===== src/rtl/seq_pkg.sv =====
// Shared definitions for the serial pattern generator: FSM encoding and default frame.
// No logic, no latency.
// Imported by seq_generator and the bench.
package seq_pkg;

  // Generator FSM states
  typedef enum logic [1:0] {
    IDLE  = 2'd0,
    SHIFT = 2'd1,
    GAP_S = 2'd2,
    DONE  = 2'd3
  } state_t;

  // Reference frame, matching the 0110 detector used downstream
  localparam logic [3:0] DEFAULT_PATTERN = 4'b0110;

endpackage


===== src/rtl/seq_piso.sv =====
// Loadable parallel-in serial-out shift register, MSB first, ones shifted in behind.
// q shows d[WIDTH-1] the cycle after load; each shift_en advances one bit.
// load wins over shift_en; no backpressure.
module seq_piso #(
  parameter int WIDTH = 4
) (
  input  logic             clk,
  input  logic             rst,
  input  logic             load,
  input  logic             shift_en,
  input  logic [WIDTH-1:0] d,
  output logic             q
);

  logic [WIDTH-1:0] r_sr;

  // Shift register resets and refills with ones so an idle line reads high
  always_ff @(posedge clk or posedge rst) begin
    if (rst) begin
      r_sr <= '1;
    end else if (load) begin
      r_sr <= d;
    end else if (shift_en) begin
      r_sr <= {r_sr[WIDTH-2:0], 1'b1};
    end
  end

  assign q = r_sr[WIDTH-1];

endmodule


===== src/rtl/seq_generator.sv =====
// Sends a captured WIDTH-bit pattern reps times, MSB first, with GAP idle bits between frames.
// First bit appears the cycle after an accepted start; done pulses the cycle after the final bit.
// start is ignored unless IDLE with non-zero reps; there is no output backpressure.
module seq_generator
  import seq_pkg::*;
#(
  parameter int WIDTH = 4,
  parameter int CNT_W = 4,
  parameter int GAP   = 1
) (
  input  logic             clk,
  input  logic             rst,
  input  logic             start,
  input  logic [WIDTH-1:0] pattern,
  input  logic [CNT_W-1:0] reps,
  output logic             x,
  output logic             x_valid,
  output logic             busy,
  output logic             done
);

  localparam int              BIT_W    = $clog2(WIDTH);
  localparam logic [BIT_W-1:0] BIT_LAST = BIT_W'(WIDTH - 1);
  localparam logic [3:0]      GAP_LAST = 4'((GAP > 0) ? (GAP - 1) : 0);

  state_t           r_state;
  logic [WIDTH-1:0] r_pat;
  logic [BIT_W-1:0] r_bit_cnt;
  logic [CNT_W-1:0] r_frames;
  logic [3:0]       r_gap_cnt;

  logic             w_accept;
  logic             w_last_bit;
  logic             w_last_frame;
  logic             w_gap_end;
  logic             w_reload;
  logic             w_shift;
  logic [WIDTH-1:0] w_load_dat;

  // Shift-register control: load on accept or at each frame boundary, otherwise shift while sending
  always_comb begin
    w_accept     = (r_state == IDLE) && start && (reps != '0);
    w_last_bit   = (r_state == SHIFT) && (r_bit_cnt == BIT_LAST);
    w_last_frame = (r_frames == CNT_W'(1));
    w_gap_end    = (r_state == GAP_S) && (r_gap_cnt == GAP_LAST);
    w_reload     = w_accept || w_gap_end || (w_last_bit && !w_last_frame && (GAP == 0));
    w_shift      = (r_state == SHIFT) && !w_reload;
    w_load_dat   = w_accept ? pattern : r_pat;
  end

  // The serial line is the shift register MSB itself, so x is a flop output
  seq_piso #(
    .WIDTH(WIDTH)
  ) u_piso (
    .clk      (clk),
    .rst      (rst),
    .load     (w_reload),
    .shift_en (w_shift),
    .d        (w_load_dat),
    .q        (x)
  );

  // Frame sequencing FSM with registered x_valid/busy/done
  always_ff @(posedge clk or posedge rst) begin
    if (rst) begin
      r_state   <= IDLE;
      r_pat     <= '0;
      r_bit_cnt <= '0;
      r_frames  <= '0;
      r_gap_cnt <= '0;
      x_valid   <= 1'b0;
      busy      <= 1'b0;
      done      <= 1'b0;
    end else begin
      case (r_state)
        IDLE: begin
          done <= 1'b0;
          if (w_accept) begin
            r_state   <= SHIFT;
            r_pat     <= pattern;
            r_frames  <= reps;
            r_bit_cnt <= '0;
            x_valid   <= 1'b1;
            busy      <= 1'b1;
          end
        end
        SHIFT: begin
          if (w_last_bit) begin
            r_frames  <= r_frames - CNT_W'(1);
            r_bit_cnt <= '0;
            if (w_last_frame) begin
              // Final frame goes straight to DONE, so the counter never wraps
              r_state <= DONE;
              x_valid <= 1'b0;
              busy    <= 1'b0;
              done    <= 1'b1;
            end else if (GAP == 0) begin
              r_state <= SHIFT;
            end else begin
              r_state   <= GAP_S;
              r_gap_cnt <= '0;
              x_valid   <= 1'b0;
            end
          end else begin
            r_bit_cnt <= r_bit_cnt + BIT_W'(1);
          end
        end
        GAP_S: begin
          if (w_gap_end) begin
            r_state   <= SHIFT;
            r_bit_cnt <= '0;
            x_valid   <= 1'b1;
          end else begin
            r_gap_cnt <= r_gap_cnt + 4'd1;
          end
        end
        DONE: begin
          // start is deliberately not sampled here
          r_state <= IDLE;
          done    <= 1'b0;
        end
        default: begin
          r_state <= IDLE;
          x_valid <= 1'b0;
          busy    <= 1'b0;
          done    <= 1'b0;
        end
      endcase
    end
  end

endmodule


===== config.mk =====
export PLATFORM = sky130hd
export DESIGN_NAME = seq_generator
export DESIGN_NICKNAME = d
export VERILOG_FILES = /design/src/rtl/seq_pkg.sv /design/src/rtl/seq_piso.sv /design/src/rtl/seq_generator.sv
export SDC_FILE = /design/constraint.sdc
export NUM_CORES = 1
export LEC_CHECK = 0
export ABC_AREA = 1
export CELL_PAD_IN_SITES_DETAIL_PLACEMENT = 1
export CELL_PAD_IN_SITES_GLOBAL_PLACEMENT = 2
export CORE_ASPECT_RATIO = 1.25
export CORE_MARGIN = 3
export CORE_UTILIZATION = 32
export CTS_CLUSTER_SIZE = 40
export DETAILED_ROUTE_END_ITERATION = 7
export PLACE_DENSITY = 0.78
export SYNTH_ARGS = -nofsm -noshare
export SYNTH_HDL_FRONTEND = slang
export SYNTH_SLANG_ARGS = --single-unit

===== constraint.sdc =====
create_clock -name clk -period 1.6 [get_ports clk]
set_input_delay 0.24 -clock clk [delete_from_list [all_inputs] [get_ports clk]]
set_output_delay 0.24 -clock clk [all_outputs]
set_load 0.02 [all_outputs]

==> metrics.yaml, run 1 <==
status: "finished clean"
ir_worst_vdd_v: 0.000864
hold_viol: 0
grtUsageMet2_pct: 25.6
p_comb_share_pct: 56.5
multiInputGateArea_um2: 717
final_antenna_net_count: 0
final_util_pct: 41.3
fin_crit_ps: 1520
hold_ws_ps: 313
drv_slew: 0
rows: 26
layout_setup_ws_ps: 80.1
synth_area_um2: 1390
clkSlewWorstSetupHoldPaths_ps: 80
start_util_pct: 33.6
netlist_instances: 182
placed_cells: 257
seqCellArea_um2: 581
core_region_area_um2: 4130
synth_edf_count: 0
vias: 1196
ff2ff_path_depth: 7
wl_per_cell_um: 12.2
place_worst_setup_slack_ps: 65.2
power.share.switching_pct: 44.8
p_int_uw: 1680
die_w_um: 64.9
dpl.hpwl_um: 2570
num-nets-final: 227
skew_ps: 3.13
hold_class: "in -> async"
ys_types: 25
fill_cells: 523
cts.path.max_buffers: 2
cts.sinks: 23
top_usage_layer: "met2"
clock.fmax_mhz: 658
cap_violations: 0
path_class: "reg -> reg"
start_kind: "register"
ys_seq_elements: 23
syn-num-nets: 202
antenna_found_initial: 0
track_usage_pct: 14.2
worstSetupEndpointType: "register"
avgViaCountPerCell: 4.56
portBuffers: 14
required_ps: 1790
worst_slew_pin_slew_ps: 306
areaGrowthSynthToFinish_pct: 23.0
grt_pass1_vias: 1297
overflow: 0
ioPinCount: 15
yosysSeqAreaShare_pct: 41.8
syn_avg_cell_area_um2: 7.62
grt_max_degree: 24
drt_iter0_markers: 25
slew_headroom_pct: 79.6
grtUsageMet3_pct: 2.68
arrival_ps: 1710
ys.flop_type: "dfrtp_1"
clock_latency_ps: 270
ys_warn_count: 0
pwr-share-seq_pct: 31.4
critPathMaxFanout: 8
p_leak_uw: 0.000865
finalCritPeriodShare_pct: 95.0
cts-root-buf: "clkbuf_8"
antennaDiodeCount: 0
instances_no_fill: 262
cts_made_buffers: 3
rsz0062_at_grt: "yes"
postSynth.asyncResetShare_pct: 100
tns_ps: 0
drc_errors: 0
grtUsageMet1_pct: 16.1
cts_hold_buf: 0
p_switching_uw: 1370
wl_um: 3190
drtPass1Iterations: 3
drive_above_1_share_pct: 18.0
cts_tree: "yes"
gp_congestion: 0.765
die_h_um: 79.6
power.density_nw_per_um2: 1790
finalSetupViolCount: 0
grt_pass1_wl_um: 5640
h-tree-depth: 1
pwr-share-clk_pct: 12.1
die_area_um2: 5170
-- cell families after synthesis --
kind of cell | count (synthesis) | synth area share, %
AO/OA/AOI/OAI | 18 | 7.84
flip-flops | 23 | 41.8
AND/OR/NAND/NOR | 104 | 34.0
buffers and inverters | 27 | 7.57
XOR/XNOR | 1 | 0.631
adder cells (fa/ha/maj) | 9 | 8.12
-- power groups by stage --
stage | registers (uW) | clock network, uW | logic (uW)
after detailed placement | 973 | 0 | 1700
after global routing | 992 | 419 | 2000
after CTS | 961 | 397 | 1710
after floorplan | 987 | 0 | 1170
final | 958 | 369 | 1720
after global placement | 962 | 0 | 1660
-- final timing paths --
kind | from | endpoint | slack [ps]
hold reg to reg | x_valid | x_valid | 480
setup / recovery | r_state[1] | u_piso.r_sr[0] | 80
max in group asynchronous | rst | u_piso.r_sr[0] | 1000
setup reg to reg | r_state[1] | u_piso.r_sr[0] | 80
min in group clk | x_valid | x_valid | 480
hold / removal | rst | r_gap_cnt[2] | 310
-- area by class of cell --
class	count	share of cell area, %
flip-flops and latches	23	34.0
multi-input cells	132	42.0
well taps	56	4.11
repair buffers	22	11.7
clock buffers	4	2.64
inverters	25	5.57
-- what timing repair did --
item                                    in CTS  in global routing
endpoints found under the setup margin       1                 16
cloned                                       0                  0
buffers inserted                             0                  1
gates resized for setup                      1                  7
-- worst max-delay path, cell delays in order (launching register included) --
cell and delay [ps]:
dfrtp_1 410, inv_2 60, ha_1 200, buf_4 160, buf_4 160, or2_2 290
nor2_1 110, a21oi_1 50
-- stage by stage --
step           total power [uW]  cell area (um2)
6_report                   3050             1710
4_1_cts                    3070             1680
3_3_place_gp               2620             1640
2_1_floorplan              2160             1390
3_5_place_dp               2680             1640
5_1_grt                    3410             1710
-- registers in the layout (all words and copies together) (netlist names) --
signal / cells
r_state: 2
done: 1
x_valid: 1
r_frames: 4
busy: 1
r_gap_cnt: 4
u_piso.r_sr: 4
r_bit_cnt: 2
r_pat: 4
-- layout by cell type (no fill, tap or decap), types with 2 or more instances in the layout --
master and instances:
nand3b_1 4, ha_1 7, nand4_1 2, dfrtp_1 19, buf_4 8, clkdlybuf4s50_1 13
a21oi_1 5, nor2_2 4, inv_2 4, o21ai_0 5, dfstp_2 4, nand3_1 10
inv_1 20, or2_2 2, nand2_4 4, nand2_1 61, clkbuf_8 3, o21ai_1 5
ha_2 2, nor2_1 13
-- synth_stat cells (2+ instances only) --
library cell  count  area share, %
or2_2             2           0.90
o21ai_0           5            1.8
dfstp_2           4            7.6
inv_2             3           0.81
buf_2             2           0.72
ha_1              9            8.1
nand3b_1          4            2.2
nand4_1           2           0.90
o21ai_1           5            1.8
nand3_1          10            3.6
a21oi_1           5            1.8
nand2_1          62             17
inv_1            21            5.7
dfrtp_1          19             34
nor2_1           16            4.3
nand2_4           4            3.2
-- metal layers --
layer / vias up / share of wire [%]
li1: 609 / -
met1: 574 / 42
met2: 9 / 54
met3: 4 / 1.8
met4: 0 / 2.0
met5: - / 0
Note: power is estimated with default switching activity, not from simulation.
==> run 2: changes to the inputs <==
--- a/config.mk
+++ b/config.mk
@@ -6,6 +6,7 @@
 export NUM_CORES = 1
 export LEC_CHECK = 0
 export ABC_AREA = 1
+export CAP_MARGIN = 40
 export CELL_PAD_IN_SITES_DETAIL_PLACEMENT = 1
 export CELL_PAD_IN_SITES_GLOBAL_PLACEMENT = 2
 export CORE_ASPECT_RATIO = 1.25
==> results of run 2 <==
Same layout as run 1: the final DEF is identical, and so are final timing and power.
==> run 3: changes to the inputs <==
--- a/config.mk
+++ b/config.mk
@@ -11,10 +11,11 @@
 export CELL_PAD_IN_SITES_GLOBAL_PLACEMENT = 2
 export CORE_ASPECT_RATIO = 1.25
 export CORE_MARGIN = 3
-export CORE_UTILIZATION = 32
+export CORE_UTILIZATION = 33
 export CTS_CLUSTER_SIZE = 40
 export DETAILED_ROUTE_END_ITERATION = 7
-export PLACE_DENSITY = 0.78
+export PLACE_DENSITY = 0.79
 export SYNTH_ARGS = -nofsm -noshare
 export SYNTH_HDL_FRONTEND = slang
+export SYNTH_HIERARCHICAL = 1
 export SYNTH_SLANG_ARGS = --single-unit
==> run 3 against run 2 <==
- final cell count increased by 3.8%
- setup slack improved by 41 ps
- die area increased by 0.51%
- critical endpoint is now r_frames[2]
- synthesized cell count increased by 1.6%
- area after synthesis increased by 3.7%
- clock power decreased by 2%
- largest cell class unchanged
- clock skew about the same
- critical path type unchanged
==> metrics.yaml, run 3 <==
areaGrowthSynthToFinish_pct: 26.3
worstPathCellList: "inv_1, ha_2, inv_6, nor2_8, nor2_1, nand2_2, inv_2, nand2_1, nand2_1"
synth_top_cell_by_area: "dfrtp_1"
final_antenna_net_count: 0
grt_max_degree: 20
yosysSeqAreaShare_pct: 40.3
synth.area.top_cells: "dfrtp_1 33%, nand2_1 18%, ha_1 7.8%"
power.density_nw_per_um2: 1840
r2r_end: "r_frames[2]"
worstSetupEndpointType: "register"
num-nets-final: 237
arrival_ps: 1630
fin_crit_ps: 1480
p_leak_uw: 0.000931
cts.sinks: 23
cts_made_buffers: 3
ys_seq_elements: 23
netlist_instances: 185
drtPass1Iterations: 3
status: "finished clean"
rows: 26
skew_ps: 2.90
synth_commonest_cells: "70 x nand2_1, 19 x dfrtp_1, 19 x nand3_1"
drive_above_1_share_pct: 21.8
drt_iter0_markers: 23
layout_common_cells: "70 x nand2_1, 19 x nand3_1, 19 x dfrtp_1, 14 x inv_1, 14 x buf_4"
grt_pass1_wl_um: 6140
hold_viol: 0
hold_class: "in -> async"
p_switching_uw: 1530
power.share.switching_pct: 45.7
finalPower_uw: 3350
die_h_um: 79.8
ir_worst_vdd_v: 0.000897
cts_hold_buf: 0
track_usage_pct: 15.0
max_stage_delay_ps: 390
path_class: "reg -> reg"
p_comb_share_pct: 60.4
finalSetupViolCount: 0
synth_edf_count: 0
drv_slew: 0
drc_errors: 0
ioPinCount: 15
wl_um: 3490
start_util_pct: 34.8
ys_types: 26
syn-num-nets: 205
postSynth.asyncResetShare_pct: 100
antenna_found_initial: 0
overflow: 0
cts_tree: "yes"
syn_avg_cell_area_um2: 7.78
required_ps: 1750
clock_latency_ps: 260
cap_violations: 0
grt_pass1_vias: 1466
ff2ff_path_depth: 9
critical_path.endpoint: "r_frames[2]"
core_region_area_um2: 4130
yosysMostFrequentCell: "nand2_1"
worst_slew_pin_slew_ps: 275
wl_per_cell_um: 12.8
avgViaCountPerCell: 4.70
pwr-share-seq_pct: 28.8
cts-root-buf: "clkbuf_8"
crit_path_top_delay_cell: "dfrtp_1"
rr_startpoint: "r_state[1]"
p_int_uw: 1820
layout_commonest_cell: "nand2_1"
worst_path_most_repeated_cell: "nand2_1"
final_util_pct: 44.0
cts.path.max_buffers: 2
clock.fmax_mhz: 676
synth_area_um2: 1440
h-tree-depth: 1
finalCritPeriodShare_pct: 92.4
vias: 1279
slew_headroom_pct: 81.7
portBuffers: 14
critPathMaxFanout: 6
die_area_um2: 5190
ys.flop_type: "dfrtp_1"
yosysTopAreaCellShare_pct: 33.0
die_w_um: 65.1
reg2reg_slack_ps: 120
dpl.hpwl_um: 2800
start_kind: "register"
antennaDiodeCount: 0
pwr-share-clk_pct: 10.8
ys_warn_count: 6
clkSlewWorstSetupHoldPaths_ps: 80
gp_congestion: 0.800
worstSetupStartpoint: "r_state[1]"
==> run 3: cell count changes in the layout (fill, tap and decap cells not counted), sizes merged, moves of 2 or more <==
cell,delta
o21ai,-2
nand3,+9
nand3b,-3
nor2,-2
buf,+7
inv,-5
a21oi,-3
nand2,+10
==> run 3: through the flow <==
stage                     area, um2  hold slack, ps  cells  setup slack (ps)  TNS [ps]
after floorplan                1450             191    185              47.1         0
after global placement         1740             451    267              36.4         0
after detailed placement       1740             459    267             -65.4      -186
after CTS                      1800             370    272              16.7         0
after global routing           1820             386    272             -11.0     -21.3
final                          1820             352    272               121         0
==> run 3: how the worst min path moves through the flow <==
stage              from        to  slack (ps)  depth (start not counted)
6_report            rst  r_pat[0]         350                          3
5_1_grt             rst  r_pat[0]         390                          3
4_1_cts             rst  r_pat[0]         370                          3
3_5_place_dp    x_valid   x_valid         460                          2
3_3_place_gp   r_pat[1]  r_pat[1]         450                          2
2_1_floorplan       rst      busy         190                          1
==> run 3: routing by layer <==
metal	routed length (um)	global-route usage, %
met3	61	1.97
met2	1960	29.1
met4	58	6.02
met5	0	0
met1	1420	15.9
==> run 3: cell families after synthesis <==
logic type                 share of synthesized area (%)
and+or+nand+nor                                     38.4
AOI/OAI and AO/OA                                   5.57
DFF                                                 40.3
buffers and inverters                               7.83
adders and majority gates                           7.83
==> run 3: area by class of cell <==
| cell class | instances | area [um2] |
|---|---|---|
| fillers | 536 | 2310 |
| clock buffers | 4 | 45.0 |
| inverters | 20 | 81.3 |
| repair buffers | 29 | 264 |
| multi-input cells | 140 | 777 |
| well taps | 56 | 70.1 |
| flip-flops and latches | 23 | 581 |
==> run 3: power by group through the flow <==
| stage | clock network (uW) | logic [uW] | registers, uW |
|---|---|---|---|
| 2_1_floorplan | 0 | 1340 | 989 |
| 5_1_grt | 407 | 2310 | 993 |
| 4_1_cts | 384 | 1990 | 961 |
| 3_3_place_gp | 0 | 1860 | 965 |
| 6_report | 361 | 2020 | 966 |
| 3_5_place_dp | 0 | 1950 | 978 |
==> run 3: repair_timing <==
action                                  4_1_cts  5_1_grt
endpoints found under the hold margin         0        0
endpoints found under the setup margin        5        9
buffers inserted                              1        0
resized for setup                             2        6
pin swaps                                     0        2
==> run 3: worst max-delay path: cells and delay by family (launching register included) <==
family,cells,cell delay [ps]
adder cells (fa/ha/maj),1,260
AND/OR/NAND/NOR,5,460
buffers and inverters,3,260
flip-flops,1,390
